<file path="config.mk">
export PLATFORM = sky130hd
export DESIGN_NAME = kbd_ascii_queue
export DESIGN_NICKNAME = d
export VERILOG_FILES = /design/src/rtl/kbd_ascii_queue.sv
export SDC_FILE = /design/constraint.sdc
export NUM_CORES = 1
export LEC_CHECK = 0
export ABC_AREA = 1
export CAP_MARGIN = 5
export CORE_ASPECT_RATIO = 1.75
export CORE_MARGIN = 10
export CORE_UTILIZATION = 50
export DETAILED_ROUTE_END_ITERATION = 8
export GPL_TIMING_DRIVEN = 0
export PLACE_DENSITY = 0.75
export RECOVER_POWER = 25
export SLEW_MARGIN = 20
export SYNTH_ARGS = -nofsm -noshare
export SYNTH_HDL_FRONTEND = slang
export SYNTH_SLANG_ARGS = --single-unit
export TNS_END_PERCENT = 50
</file>
<file path="constraint.sdc">
create_clock -name clk -period 5.85 [get_ports clk]
set_input_delay 1.17 -clock clk [delete_from_list [all_inputs] [get_ports clk]]
set_output_delay 1.17 -clock clk [all_outputs]
set_load 0.01 [all_outputs]
</file>
<file path="src/rtl/kbd_ascii_queue.sv">
// PS/2 make-code to ASCII translator with Caps Lock tracking and an output FIFO.
// Define KBD_AUTOREPEAT_EN to build in the typematic auto-repeat FSM and timer.
module kbd_ascii_queue #(
  parameter int unsigned DEPTH        = 8,
  parameter int unsigned REPEAT_DELAY = 50_000_000,
  parameter int unsigned REPEAT_RATE  = 10_000_000
) (
  input  logic                           clk,
  input  logic                           rst,
  input  logic                           key_valid,
  input  logic [8:0]                     key_code,
  input  logic                           key_make,
  input  logic                           shift_down,
  input  logic                           out_ready,
  input  logic                           ovf_clr,
  output logic                           out_valid,
  output logic [7:0]                     out_ascii,
  output logic [$clog2(DEPTH+1)-1:0]     count,
  output logic                           overflow,
  output logic                           caps_lock,
  output logic [7:0]                     last_ascii,
  output logic [7:0]                     prev_ascii
);

  localparam int unsigned CW = $clog2(DEPTH + 1);
  localparam int unsigned PW = $clog2(DEPTH);

  // Returns {translatable, ascii}; extended codes and unknown codes are not translatable.
  function automatic logic [8:0] xlate(input logic [8:0] code, input logic shift,
                                       input logic caps);
    logic [7:0] ch;
    logic       ok;
    logic [4:0] li;
    ch = 8'h00;
    ok = 1'b1;
    li = 5'd31;
    if (code[8]) begin
      ok = 1'b0;
    end else begin
      case (code[7:0])
        8'h1C: li = 5'd0;   8'h32: li = 5'd1;   8'h21: li = 5'd2;   8'h23: li = 5'd3;
        8'h24: li = 5'd4;   8'h2B: li = 5'd5;   8'h34: li = 5'd6;   8'h33: li = 5'd7;
        8'h43: li = 5'd8;   8'h3B: li = 5'd9;   8'h42: li = 5'd10;  8'h4B: li = 5'd11;
        8'h3A: li = 5'd12;  8'h31: li = 5'd13;  8'h44: li = 5'd14;  8'h4D: li = 5'd15;
        8'h15: li = 5'd16;  8'h2D: li = 5'd17;  8'h1B: li = 5'd18;  8'h2C: li = 5'd19;
        8'h3C: li = 5'd20;  8'h2A: li = 5'd21;  8'h1D: li = 5'd22;  8'h22: li = 5'd23;
        8'h35: li = 5'd24;  8'h1A: li = 5'd25;
        8'h45: ch = shift ? 8'h29 : 8'h30;
        8'h16: ch = shift ? 8'h21 : 8'h31;
        8'h1E: ch = shift ? 8'h40 : 8'h32;
        8'h26: ch = shift ? 8'h23 : 8'h33;
        8'h25: ch = shift ? 8'h24 : 8'h34;
        8'h2E: ch = shift ? 8'h25 : 8'h35;
        8'h36: ch = shift ? 8'h5E : 8'h36;
        8'h3D: ch = shift ? 8'h26 : 8'h37;
        8'h3E: ch = shift ? 8'h2A : 8'h38;
        8'h46: ch = shift ? 8'h28 : 8'h39;
        8'h70: ch = 8'h30;  8'h69: ch = 8'h31;  8'h72: ch = 8'h32;  8'h7A: ch = 8'h33;
        8'h6B: ch = 8'h34;  8'h73: ch = 8'h35;  8'h74: ch = 8'h36;  8'h6C: ch = 8'h37;
        8'h75: ch = 8'h38;  8'h7D: ch = 8'h39;
        8'h4E: ch = shift ? 8'h5F : 8'h2D;
        8'h55: ch = shift ? 8'h2B : 8'h3D;
        8'h29: ch = 8'h20;
        8'h5A: ch = 8'h0D;
        8'h66: ch = 8'h08;
        default: ok = 1'b0;
      endcase
    end
    if (li != 5'd31) ch = ((shift ^ caps) ? 8'h41 : 8'h61) + 8'(li);
    return {ok, ch};
  endfunction

  logic [8:0]    key_x_c;
  logic          key_char_ok;
  logic          caps_ev;
  logic [8:0]    rpt_x_c;
  logic          rpt_char_ok;
  logic          cand_ok;
  logic [7:0]    cand_ch;
  logic          pop_c;
  logic          push_c;
  logic          drop_c;

  logic [7:0]    mem [DEPTH];
  logic [PW-1:0] wr_ptr;
  logic [PW-1:0] rd_ptr;

  assign key_x_c     = xlate(key_code, shift_down, caps_lock);
  assign key_char_ok = key_valid && key_make && key_x_c[8];
  assign caps_ev     = key_valid && key_make && (key_code == 9'h058);

`ifdef KBD_AUTOREPEAT_EN
  typedef enum logic [1:0] {IDLE, DELAY, REPEAT} rpt_state_e;

  localparam int unsigned TMAX = (REPEAT_DELAY > REPEAT_RATE) ? REPEAT_DELAY : REPEAT_RATE;
  localparam int unsigned TW   = $clog2(TMAX + 1);

  rpt_state_e    state_q, state_d;
  logic [TW-1:0] timer_q, timer_d;
  logic [8:0]    held_q, held_d;
  logic          tick_c;

  always_ff @(posedge clk or negedge rst) begin
    if (!rst) begin
      state_q <= IDLE;
      timer_q <= '0;
      held_q  <= 9'h000;
    end else begin
      state_q <= state_d;
      timer_q <= timer_d;
      held_q  <= held_d;
    end
  end

  // Timer runs in DELAY/REPEAT; a new eligible make restarts it, a break of the held key stops it.
  always_comb begin
    state_d = state_q;
    timer_d = timer_q;
    held_d  = held_q;
    tick_c  = 1'b0;
    case (state_q)
      IDLE: ;
      DELAY: begin
        if (timer_q == TW'(REPEAT_DELAY - 1)) begin
          tick_c  = 1'b1;
          state_d = REPEAT;
          timer_d = '0;
        end else begin
          timer_d = timer_q + TW'(1);
        end
      end
      REPEAT: begin
        if (timer_q == TW'(REPEAT_RATE - 1)) begin
          tick_c  = 1'b1;
          timer_d = '0;
        end else begin
          timer_d = timer_q + TW'(1);
        end
      end
      default: state_d = IDLE;
    endcase
    if (key_char_ok) begin
      state_d = DELAY;
      held_d  = key_code;
      timer_d = '0;
    end else if (key_valid && !key_make && (key_code == held_q) && (state_q != IDLE)) begin
      state_d = IDLE;
    end
  end

  assign rpt_x_c     = xlate(held_q, shift_down, caps_lock);
  assign rpt_char_ok = tick_c && !key_valid && rpt_x_c[8];
`else
  logic unused_repeat;
  assign unused_repeat = ^{REPEAT_DELAY, REPEAT_RATE};
  assign rpt_x_c       = 9'h000;
  assign rpt_char_ok   = 1'b0;
`endif

  assign cand_ok   = key_char_ok || rpt_char_ok;
  assign cand_ch   = key_char_ok ? key_x_c[7:0] : rpt_x_c[7:0];
  assign out_valid = (count != '0);
  assign out_ascii = out_valid ? mem[rd_ptr] : 8'h00;
  assign pop_c     = out_valid && out_ready;
  assign push_c    = cand_ok && ((count < CW'(DEPTH)) || pop_c);
  assign drop_c    = cand_ok && !push_c;

  // FIFO storage, occupancy, sticky overflow, Caps Lock and last-character history.
  always_ff @(posedge clk or negedge rst) begin
    if (!rst) begin
      mem        <= '{default: 8'h00};
      wr_ptr     <= '0;
      rd_ptr     <= '0;
      count      <= '0;
      overflow   <= 1'b0;
      caps_lock  <= 1'b0;
      last_ascii <= 8'h00;
      prev_ascii <= 8'h00;
    end else begin
      if (push_c) begin
        mem[wr_ptr] <= cand_ch;
        wr_ptr      <= wr_ptr + PW'(1);
        last_ascii  <= cand_ch;
        prev_ascii  <= last_ascii;
      end
      if (pop_c) rd_ptr <= rd_ptr + PW'(1);
      if (push_c && !pop_c)      count <= count + CW'(1);
      else if (pop_c && !push_c) count <= count - CW'(1);
      if (drop_c)       overflow <= 1'b1;
      else if (ovf_clr) overflow <= 1'b0;
      if (caps_ev) caps_lock <= ~caps_lock;
    end
  end

endmodule

</file>
# Yosys cells after proc, flatten, opt, wreduce, memory -nomap -nowiden
# Index checks and enable logic that the tools add are counted.
classes:
  n_bitwise: 4
  n_lt_le_gt_ge: 4
  n_mux: 32
  n_reduce_logical: 16
  addsub: 5
  n_eq_ne: 53
ops:
  columns: ["operator", "count"]
  rows:
  - ["$eq 8x6->1 const B", 23]
  - ["$pmux 7 s25", 1]
  - ["$eq 8x7->1 const B", 21]
  - ["$pmux 5 s26", 1]
  - ["$bwmux 64", 1]
  - ["$eq 8x5->1 const B", 7]
  - ["$mux 8", 7]
  - ["$reduce_or 51->1", 1]
  - ["$mux 5", 10]
  - ["$bmux 8 s3", 1]
  - ["$demux 8 s3", 1]
  - ["$mux 7", 3]
  - ["$eq 9x7->1 const B", 1]
  - ["$logic_and 1x1->1", 9]
  - ["$add 7x5->8", 1]
  - ["$ge 4x4->1 const B", 2]
  - ["$mux 4", 2]
  - ["$not 3->4", 2]
  - ["$add 3x1->3 const B", 2]
  - ["$mux 6", 1]
  - ["$ne 5x5->1 const B", 1]
  - ["$add 4x1->4 const B", 1]
  - ["$lt 4x1->1 const B", 1]
  - ["$lt 4x4->1 const B", 1]
  - ["other kinds (8)", 13]
totals:
  in_bits: 16
  register_bits: 92
  wordCells: 129

# Depth between registers and ports, before layout
# Gate-level depths: netlist (run 1).
depth:
  ltp_word: 10
  depth_mapped: 23
  depth_no_buf: 22

# Worst setup path before layout (run 1)
# OpenSTA, ideal clock, no wires.
synth_path:
  path_type: "input port to flip-flop"
  from: "in key_code[7]"
  to: "reg count[3]"
  path_buffers: 1
  t_arrival_ns: 3.779
  required_time_ns: 5.722
  path_slack_ns: 1.944
  setup_ns: 0.128
  cell_stages: 23
  cell_sequence: "inv_1 -> nand2_2 -> nor2_1 -> nand2_2 -> nand2_1 -> inv_1 -> nand2_1 -> nor2_1 -> nand2_1 -> nor2_2 -> nand2_2 -> nand2_4 -> a21oi_2 -> buf_4 -> ha_1 -> inv_1 -> ha_1 -> a21o_1 -> a21oi_1 -> nor2_1 -> nor2_1 -> nand2_1 -> xnor2_1"
synth_between:
  elab_chain_cells: 9
  word_cells_on_any_way: 61
synth_lines:
  columns: ["item", "line_no", "text"]
  rows:
  - ["from (decl)", "11", "input logic [8:0] key_code,"]
  - ["$eq 8x5->1 (tied with other cells)", "40", "case (code[7:0])"]
  - ["$reduce_or 51->1 (no line) (*)", null, null]
  - ["$mux 1 (*)", "40", null]
  - ["$mux 1 (*)", "37", "if (code[8]) begin"]
  - ["$logic_and 1x1->1 (*)", "89", "assign key_char_ok = key_valid && key_make && key_x_c[8];"]
  - ["$logic_and 1x1->1 (*)", "165", "assign push_c = cand_ok && ((count < CW'(DEPTH)) || pop_c);"]
  - ["named net push_c", "81", "logic push_c;"]
  - ["$logic_not 1->1", "188", "else if (pop_c && !push_c) count <= count - CW'(1);"]
  - ["$logic_and 1x1->1", "188", null]
  - ["$reduce_bool 2->1 (no line)", null, null]
  - ["to (signal assigned)", "187", "if (push_c && !pop_c) count <= count + CW'(1);"]
  - ["to (signal assigned)", "188", null]
  - ["to (decl)", "18", "output logic [$clog2(DEPTH+1)-1:0] count,"]
# The timed path passes the listed nets; every way through them passes the cells marked *.
# A chain may end at the register's enable or synchronous reset.

# Worst setup path in the final report (run 1)
layout_path:
  from: "in key_code[0]"
  to: "reg count[3]"
# Same word-level chain as after synthesis.

==> results.sh, run 1 <==
export IMPL_status="completed"
export IMPL_crit_type="primary input to register"
export IMPL_nets=917
export IMPL_synth_nets=859
export IMPL_grt_max_degree=78
export IMPL_die_h_um=161
export IMPL_synth_cells=835
export IMPL_hp_class="register to register"
export IMPL_mostFrequentLayoutCells="346 x nand2_1, 112 x nor2_1, 92 x dfrtp_1, 57 x o21ai_0, 54 x inv_1"
export IMPL_dr_pass1_iters=5
export IMPL_final_util=0.599
export IMPL_tightest_slew_ns=0.966
export IMPL_relSlewSlack=0.356
export IMPL_synth_top_area_cell="dfrtp_1"
export IMPL_synth_area_per_cell_um2=6.81
export IMPL_async_flop_share=1.00
export IMPL_dp_slack_ns=0.740
export IMPL_start_util=0.510
export IMPL_min_period_ns=4.78
export IMPL_cts_sink_count=92
export IMPL_setup_tns_ns=0
export IMPL_insertion_delay_ns=0.35
export IMPL_die_width_um=101
export IMPL_dp_hpwl_mm=13.3
export IMPL_slew_violations=0
export IMPL_finalSetupViolCount=0
export IMPL_ys_seq_area_frac=0.405
export IMPL_io_buffers=46
export IMPL_ys_flop_type="dfrtp_1"
export IMPL_worstPathRequired_ns=6.07
export IMPL_final_hold_violation_count=0
export IMPL_cts_root_buf="clkbuf_16"
export IMPL_wl_per_cell_um=16.7
export IMPL_grt_pass1_wl_mm=27.5
export IMPL_cts_max_level=3
export IMPL_fin_ws_ns=1.07
export IMPL_via_per_inst=5.42
export IMPL_max_stage_delay_ns=0.50
export IMPL_ioPinCount=47
export IMPL_final_common_cell="nand2_1"
export IMPL_grt_overflow_total=0
export IMPL_antenna_cells=0
export IMPL_gp_congestion=0.978
export IMPL_cp_max_fo=10
export IMPL_rsz0062_at_grt="false"
export IMPL_slowest_stage="clkdlybuf4s50_1"
export IMPL_cts_resized=0
export IMPL_cap_violations=0
export IMPL_yosys_warnings=0
export IMPL_drive_above_1_share=0.0735
export IMPL_cpMostUsedCell="nand2_1"
export IMPL_worstSetupEndpointType="register"
export IMPL_drt_iter0_drc=275
export IMPL_drtAntennaViolNets=0
export IMPL_power_leakage_nw=3.59
export IMPL_clock_path_buffers=2
export IMPL_die_area_um2=16200
export IMPL_synth_edff_count=0
export IMPL_ys_types=43
export IMPL_synthTopCellsByArea="dfrtp_1 40%, nand2_1 23%, nor2_1 7.4%, o21ai_0 5.0%, inv_1 3.6%"
export IMPL_drc_errors=0
export IMPL_startpoint_type="primary input"
export IMPL_period_share=0.817
export IMPL_antenna_found_initial=0
export IMPL_skew_ns=0.0104
export IMPL_netlist_area_leader_share=0.405
export IMPL_grt_use_total=0.214
export IMPL_vdd_ir_drop_max_mv=0.268
export IMPL_crit_chain="clkdlybuf4s50_1 > inv_1 > nand2_4 > nor2_1 > nand2_1 > nand2_1 > clkinv_1 > nand2_1 > nor2_1 > nand2_1 > nor2_2 > nand2_2 > nand2_4 > a21oi_2 > buf_4 > ha_1 > inv_1 > ha_1 > a21o_1 > a21oi_1 > nor2_1 > nor2_1 > nand2_1 > xnor2_1"
export IMPL_postCtsSetupRepairBufs=0
export IMPL_first_global_vias=5606
export IMPL_path_clk_slew_ns=0.07
export IMPL_area_growth_syn_to_layout_pct=17.5
export IMPL_synthesis_area_um2=5690
export IMPL_wirelength_mm=17.2
export IMPL_cp_arrival_ns=5.00
export IMPL_rows=51
export IMPL_vias=5587
export IMPL_ys_ff_latch=92
export IMPL_max_freq_mhz=209
export IMPL_cts_hold_buf=0
export IMPL_coreArea_um2=11200
export IMPL_cts_tree="yes"
export IMPL_power_density_nw_per_um2=338
export IMPL_cts_buffers=9
[worst max-delay path, delay by kind of cell]
| kind | cells | cell delay (ns) |
|---|---|---|
| compound gates | 3 | 0.69 |
| xor+xnor | 1 | 0.12 |
| fa+ha+maj | 2 | 0.49 |
| buf+inv | 5 | 1.13 |
| simple gates | 13 | 1.40 |
[through the flow]
step / std cells / power, mW / area, um^2 / hold WS, ns
6_report: 1030 / 2.26 / 6680 / 0.471
5_1_grt: 1030 / 2.39 / 6680 / 0.493
4_1_cts: 1030 / 2.27 / 6690 / 0.470
3_5_place_dp: 1014 / 1.60 / 6340 / 0.454
3_3_place_gp: 1013 / 1.58 / 6320 / 0.448
2_1_floorplan: 835 / 1.23 / 5690 / 0.437
[power by group]
| group | internal [mW] | switching, mW | total [mW] |
|---|---|---|---|
| Clock | 0.421 | 0.255 | 0.675 |
| Sequential | 0.690 | 0.0660 | 0.756 |
| Combinational | 0.344 | 0.482 | 0.827 |
| Total | 1.46 | 0.803 | 2.26 |
[kinds of logic (layout without fill, tap and decap cells)]
family,count (synthesis),in the layout,synth area share
adders and majority gates,8,8,0.0189
xor gates and xnor gates,8,8,0.0123
buffers and inverters,81,144,0.0620
and+or+nand+nor,537,537,0.399
DFF,92,92,0.405
AOI/OAI and AO/OA,108,108,0.102
muxes,1,1,0.00198
[synthesized netlist by cell type (4+ instances only)]
cell type and count:
nand2_1 346, nor2_1 112, dfrtp_1 92, o21ai_0 57, inv_1 54, nand3_1 33, a21oi_1 23, clkbuf_1 10
nand2_2 10, a31oi_1 8, o21ai_1 8, ha_1 7, inv_2 7, nand4_1 7, nor2_2 7, nor2_4 6
o22ai_1 6, nor3_1 4, xnor2_1 4, xor2_1 4
[final timing paths]
path,start,end,slack [ns],depth (start not counted)
worst max-delay path,key_code[0],count[3],1.07,24
worst min-delay path,mem[0],mem[0],0.47,2
max in group asynchronous,rst,caps_lock,4.01,2
min in group asynchronous,rst,mem[60],0.95,1
worst max register to register,count[0],count[3],2.70,13
worst min register to register,mem[0],mem[0],0.47,2
[layout make-up]
type	instances	area (um^2)
well taps	132	165
fillers	1042	4480
multi-input cells	662	3040
inverters	64	243
clock buffers	9	225
flip-flops and latches	92	2300
repair buffers	47	482
clock inverters	7	121
plain buffers	17	110
[registers in the layout, indices dropped and copies added (netlist names)]
signal	flops
mem	64
last_ascii	8
prev_ascii	8
count	4
rd_ptr	3
wr_ptr	3
caps_lock	1
overflow	1
[per-layer routing]
| metal | routed length (um) | track usage |
|---|---|---|
| met2 | 9110 | 0.387 |
| met1 | 6170 | 0.211 |
| met4 | 1200 | 0.157 |
| met3 | 677 | 0.0273 |
| met5 | 0 | 0 |
(Power assumes the default switching activity.)
==> run 2, diff against run 1 <==
==> constraint.sdc (replaced) <==
create_clock -name clk -period 4.99 [get_ports clk]
set_input_delay 0.998 -clock clk [delete_from_list [all_inputs] [get_ports clk]]
set_output_delay 0.998 -clock clk [all_outputs]
set_load 0.01 [all_outputs]
==> run 2 against run 1 <==
Net effect:
- the run now ends with capacitance limit, slew limit left
- clock skew fell by 0.0013 ns
- critical path depth did not move
- die area did not move
- clock power rose by 17%
- non-clock buffer count did not move
==> results.sh, run 2 (same netlist as run 1, synthesis figures left out) <==
export IMPL_status="finished with violations"
export IMPL_violations="capacitance limit, slew limit"
export IMPL_final_util=0.597
export IMPL_die_area_um2=16200
export IMPL_relSlewSlack=-0.271
export IMPL_vias=5568
export IMPL_worstPathRequired_ns=5.21
export IMPL_power_leakage_nw=3.58
export IMPL_mostFrequentLayoutCells="346 x nand2_1, 112 x nor2_1, 92 x dfrtp_1, 57 x o21ai_0, 54 x inv_1"
export IMPL_rows=51
export IMPL_drtAntennaViolNets=0
export IMPL_path_clk_slew_ns=0.07
export IMPL_grt_max_degree=78
export IMPL_area_growth_syn_to_layout_pct=17.1
export IMPL_antenna_cells=0
export IMPL_largest_reg_flops=64
export IMPL_hp_class="register to register"
export IMPL_p_sw_mw=0.937
export IMPL_clock_path_buffers=2
export IMPL_dp_hpwl_mm=13.3
export IMPL_finalSetupViolCount=0
export IMPL_antenna_found_initial=0
export IMPL_p_int_mw=1.70
export IMPL_cts_buffers=9
export IMPL_grt_overflow_total=0
export IMPL_postCtsSetupRepairBufs=0
export IMPL_coreArea_um2=11200
export IMPL_p_comb_frac=0.365
export IMPL_p_clk_frac=0.300
export IMPL_nFillCells=1045
export IMPL_grt_pass1_wl_mm=27.5
export IMPL_tightest_slew_ns=1.91
export IMPL_wl_per_cell_um=16.6
export IMPL_multi_input_area_um2=3040
export IMPL_final_hold_violation_count=0
export IMPL_wirelength_mm=17.1
export IMPL_cap_violations=1
export IMPL_power_density_nw_per_um2=396
export IMPL_final_common_cell="nand2_1"
export IMPL_reg_largest_list="mem (64), last_ascii (8), prev_ascii (8)"
export IMPL_slew_violations=78
export IMPL_skew_ns=0.00914
export IMPL_start_util=0.510
export IMPL_startpoint_type="primary input"
export IMPL_insertion_delay_ns=0.35
export IMPL_top_register="mem"
export IMPL_rsz0062_at_grt="false"
export IMPL_drc_errors=0
export IMPL_drive_above_1_share=0.0735
export IMPL_finalPower_mw=2.64
export IMPL_via_per_inst=5.41
export IMPL_min_period_ns=4.59
export IMPL_die_width_um=101
export IMPL_grt_use_total=0.214
export IMPL_worstSetupEndpointType="register"
export IMPL_ioPinCount=47
export IMPL_die_h_um=161
export IMPL_cts_hold_buf=0
export IMPL_swShare=0.355
export IMPL_vdd_ir_drop_max_mv=0.315
export IMPL_cp_arrival_ns=4.81
export IMPL_nets=917
export IMPL_io_buffers=46
export IMPL_period_share=0.920
export IMPL_seqPwrFrac=0.336
export IMPL_gp_congestion=0.978
export IMPL_cts_resized=0
export IMPL_r2r_setup_slack_ns=1.86
export IMPL_max_freq_mhz=218
export IMPL_cp_max_fo=10
export IMPL_first_global_vias=5606
export IMPL_crit_type="primary input to register"
export IMPL_ff_latch_area_um2=2300
export IMPL_dr_pass1_iters=5
export IMPL_drt_iter0_drc=273
export IMPL_cts_root_buf="clkbuf_16"
export IMPL_cts_sink_count=92
export IMPL_cts_tree="yes"
export IMPL_cts_max_level=3
-- run 2: critical path, cell delays in order --
cell,delay (ns)
clkdlybuf4s50_1,0.50
inv_1,0.20
nand2_4,0.09
nor2_1,0.37
nand2_1,0.13
nand2_1,0.10
clkinv_1,0.07
nand2_1,0.11
nor2_1,0.08
nand2_1,0.07
nor2_2,0.04
nand2_2,0.07
nand2_4,0.11
a21oi_2,0.35
buf_4,0.27
ha_1,0.21
inv_1,0.09
ha_1,0.28
a21o_1,0.18
a21oi_1,0.16
nor2_1,0.06
nor2_1,0.08
nand2_1,0.06
xnor2_1,0.12
-- run 2: area by class of cell --
type | instances | share of cell area
Multi-Input combinational cell | 662 | 0.456
Sequential cell | 92 | 0.346
Timing Repair Buffer | 47 | 0.0689
Inverter | 64 | 0.0364
Clock buffer | 9 | 0.0338
Tap cell | 132 | 0.0248
Clock inverter | 7 | 0.0182
Buffer | 17 | 0.0165
-- run 2: power by group through the flow --
stage | Clock [mW] | Combinational, mW | Sequential [mW]
after detailed placement | 0 | 0.974 | 0.900
after global placement | 0 | 0.959 | 0.898
final | 0.791 | 0.963 | 0.887
after floorplan | 0 | 0.548 | 0.893
after CTS | 0.801 | 0.977 | 0.886
after global routing | 0.825 | 1.08 | 0.897
-- run 2: final timing paths --
| check | startpoint | to | cells after the start |
|---|---|---|---|
| worst max-delay path | key_code[0] | count[3] | 24 |
| worst min-delay path | mem[0] | mem[0] | 2 |
| worst max register to register | count[0] | count[3] | 13 |
| worst min register to register | mem[0] | mem[0] | 2 |
| max in group asynchronous | rst | caps_lock | 2 |
| min in group asynchronous | rst | mem[60] | 1 |
-- run 2: through the flow --
stage	area [um^2]	worst slack, ns	std cells	hold slack [ns]	TNS, ns
after detailed placement	6340	0.0516	1014	0.454	0
after CTS	6690	0.401	1030	0.464	0
final	6660	0.402	1030	0.468	0
after global routing	6660	0.0851	1030	0.493	0
after floorplan	5690	1.26	835	0.437	0
after global placement	6320	-0.553	1013	0.448	-50.01
-- run 2: per-layer routing --
metal	wire length, um	part of all wire	GRT usage	vias up
li1	-	-	-	2781
met1	6150	0.36	0.211	2556
met2	9080	0.53	0.387	161
met3	597	0.035	0.0273	70
met4	1250	0.073	0.157	0
met5	0	0	0	-
==> run 3, diff against run 2 <==
==> constraint.sdc (replaced) <==
create_clock -name clk -period 4.35 [get_ports clk]
set_input_delay 0.87 -clock clk [delete_from_list [all_inputs] [get_ports clk]]
set_output_delay 0.87 -clock clk [all_outputs]
set_load 0.01 [all_outputs]
==> run 3 against run 2 <==
Net effect:
- the flow still finishes with violations (capacitance limit, slew limit)
- core utilization grew 0.61 points
- setup slack lost 0.12 ns
- worst hold slack is essentially flat
- final area grew 1.0%
- flip-flop and latch count is the same
- die area is the same
- register-to-register slack lost 0.58 ns
- sequential share of layout area shrank 0.35 points
- clock power grew 15%
- critical endpoint unchanged
==> results.sh, run 3 (same netlist as run 1, synthesis figures left out) <==
export IMPL_max_freq_mhz=246
export IMPL_ioPinCount=47
export IMPL_final_common_cell="nand2_1"
export IMPL_p_clk_frac=0.300
export IMPL_hold_ws_ns=0.468
export IMPL_crit_buf_inv=5
export IMPL_io_buffers=46
export IMPL_place_area_um2=6340
export IMPL_relSlewSlack=-0.275
export IMPL_crit_chain="clkdlybuf4s50_1 > inv_2 > nand2_1 > nor2_1 > nand2_1 > nand2_1 > inv_1 > nand2_1 > nor2_1 > nand2_1 > nor2_2 > nand2_2 > nand2_4 > a21oi_4 > buf_4 > ha_1 > inv_1 > ha_1 > a21o_1 > a21oi_1 > nor2_1 > nor2_1 > nand2_1 > xnor2_1"
export IMPL_worstSetupEndpoint="count[3]"
export IMPL_insertion_delay_ns=0.35
export IMPL_cts_buffers=9
export IMPL_setup_tns_ns=0
export IMPL_grt_overflow_total=0
export IMPL_finalSetupViolCount=0
export IMPL_dp_slack_ns=-0.460
export IMPL_hp_class="register to register"
export IMPL_vias=5580
export IMPL_grt_pass1_wl_mm=27.5
export IMPL_antenna_cells=0
export IMPL_violations="capacitance limit, slew limit"
export IMPL_dpl_cell_count=1014
export IMPL_vdd_ir_drop_max_mv=0.362
export IMPL_p_int_mw=1.96
export IMPL_first_global_vias=5641
export IMPL_rr_startpoint="count[0]"
export IMPL_skew_ns=0.0123
export IMPL_rr_endpoint="count[3]"
export IMPL_r2r_cells=13
export IMPL_power_leakage_nw=3.60
export IMPL_clock_path_buffers=2
export IMPL_wl_per_cell_um=16.6
export IMPL_dr_pass1_iters=4
export IMPL_startpoint_type="primary input"
export IMPL_antenna_found_initial=0
export IMPL_power_density_nw_per_um2=452
export IMPL_drtAntennaViolNets=0
export IMPL_tightest_slew_ns=1.91
export IMPL_swShare=0.358
export IMPL_cts_root_buf="clkbuf_16"
export IMPL_die_h_um=161
export IMPL_grt_max_degree=78
export IMPL_rows=51
export IMPL_worstPathRequired_ns=4.57
export IMPL_cap_violations=1
export IMPL_wirelength_mm=17.1
export IMPL_worstSetupEndpointType="register"
export IMPL_coreArea_um2=11200
export IMPL_fin_ws_ns=0.282
export IMPL_fin_area_um2=6730
export IMPL_seqPwrFrac=0.335
export IMPL_final_hold_violation_count=0
export IMPL_grt_use_total=0.214
export IMPL_final_util=0.603
export IMPL_mostFrequentLayoutCells="346 x nand2_1, 105 x nor2_1, 92 x dfrtp_1, 57 x o21ai_0, 54 x inv_1"
export IMPL_p_comb_frac=0.366
export IMPL_area_growth_syn_to_layout_pct=18.2
export IMPL_r2r_setup_slack_ns=1.28
export IMPL_min_period_ns=4.07
export IMPL_top_register="mem"
export IMPL_critPathTopFamily="simple AND/OR/NAND/NOR gates"
export IMPL_cpMostUsedCell="nand2_1"
export IMPL_cts_sink_count=92
export IMPL_cp_startpoint="key_code[5]"
export IMPL_die_area_um2=16200
export IMPL_p_sw_mw=1.09
export IMPL_start_util=0.510
export IMPL_drt_iter0_drc=283
export IMPL_largest_reg_flops=64
export IMPL_die_width_um=101
export IMPL_slew_violations=78
export IMPL_max_stage_delay_ns=0.49
export IMPL_drive_above_1_share=0.0834
export IMPL_fin_cells=1031
export IMPL_cts_tree="yes"
export IMPL_slowest_stage="clkdlybuf4s50_1"
export IMPL_path_clk_slew_ns=0.07
export IMPL_nets=918
export IMPL_finalPower_mw=3.04
export IMPL_dp_hpwl_mm=13.3
export IMPL_via_per_inst=5.41
export IMPL_cp_arrival_ns=4.29
export IMPL_cts_max_level=3
export IMPL_gp_congestion=0.978
export IMPL_rsz0062_at_grt="false"
export IMPL_drc_errors=0
export IMPL_cts_hold_buf=0
export IMPL_crit_type="primary input to register"
export IMPL_reg_largest_list="mem (64), last_ascii (8), prev_ascii (8)"
export IMPL_worstSetupPathDepth=24
export IMPL_cp_max_fo=10
export IMPL_status="finished with violations"
export IMPL_period_share=0.935
-- run 3: worst min-delay path by stage --
stage	startpoint	endpoint	slack, ns	depth (start not counted)
floorplan	mem[0]	mem[0]	0.44	2
detailed placement	mem[0]	mem[0]	0.45	2
global placement	mem[33]	mem[33]	0.45	2
CTS	rst	mem[60]	0.34	1
finish	mem[0]	mem[0]	0.47	2
global route	mem[7]	mem[7]	0.49	2
-- run 3: worst min-delay path, stage by stage, from the launching register on --
cell,delay (ns)
dfrtp_1,0.34
nand2_1,0.05
nand2_1,0.05
-- run 3: repair_timing --
action,CTS,global route
gates resized for setup,3,14
endpoints found under the setup margin,1,12
pin swaps,0,1
setup buffers,0,1
-- run 3: cell type report --
| cell class | instances | area [um^2] |
|---|---|---|
| fill | 1040 | 4440 |
| multi-input combinational | 662 | 3090 |
| sequential | 92 | 2300 |
| timing repair buffer | 48 | 469 |
| inverter | 64 | 243 |
| clock buffer | 9 | 225 |
| tap | 132 | 165 |
| clock inverter | 7 | 121 |
| buffer | 17 | 113 |
-- run 3: routing by layer --
metal  part of all wire  vias up  GRT usage
met5                  0        -          0
met3              0.033       75     0.0286
met4              0.076        0      0.166
met1               0.36     2564      0.210
met2               0.53      158      0.384
li1                   -     2783          -
-- run 3: power by group through the flow --
stage / Combinational (mW) / Sequential, mW / Clock (mW)
after floorplan: 0.629 / 1.02 / 0
after global placement: 1.10 / 1.03 / 0
after detailed placement: 1.12 / 1.03 / 0
after CTS: 1.12 / 1.02 / 0.919
after global routing: 1.24 / 1.03 / 0.946
final: 1.11 / 1.02 / 0.913
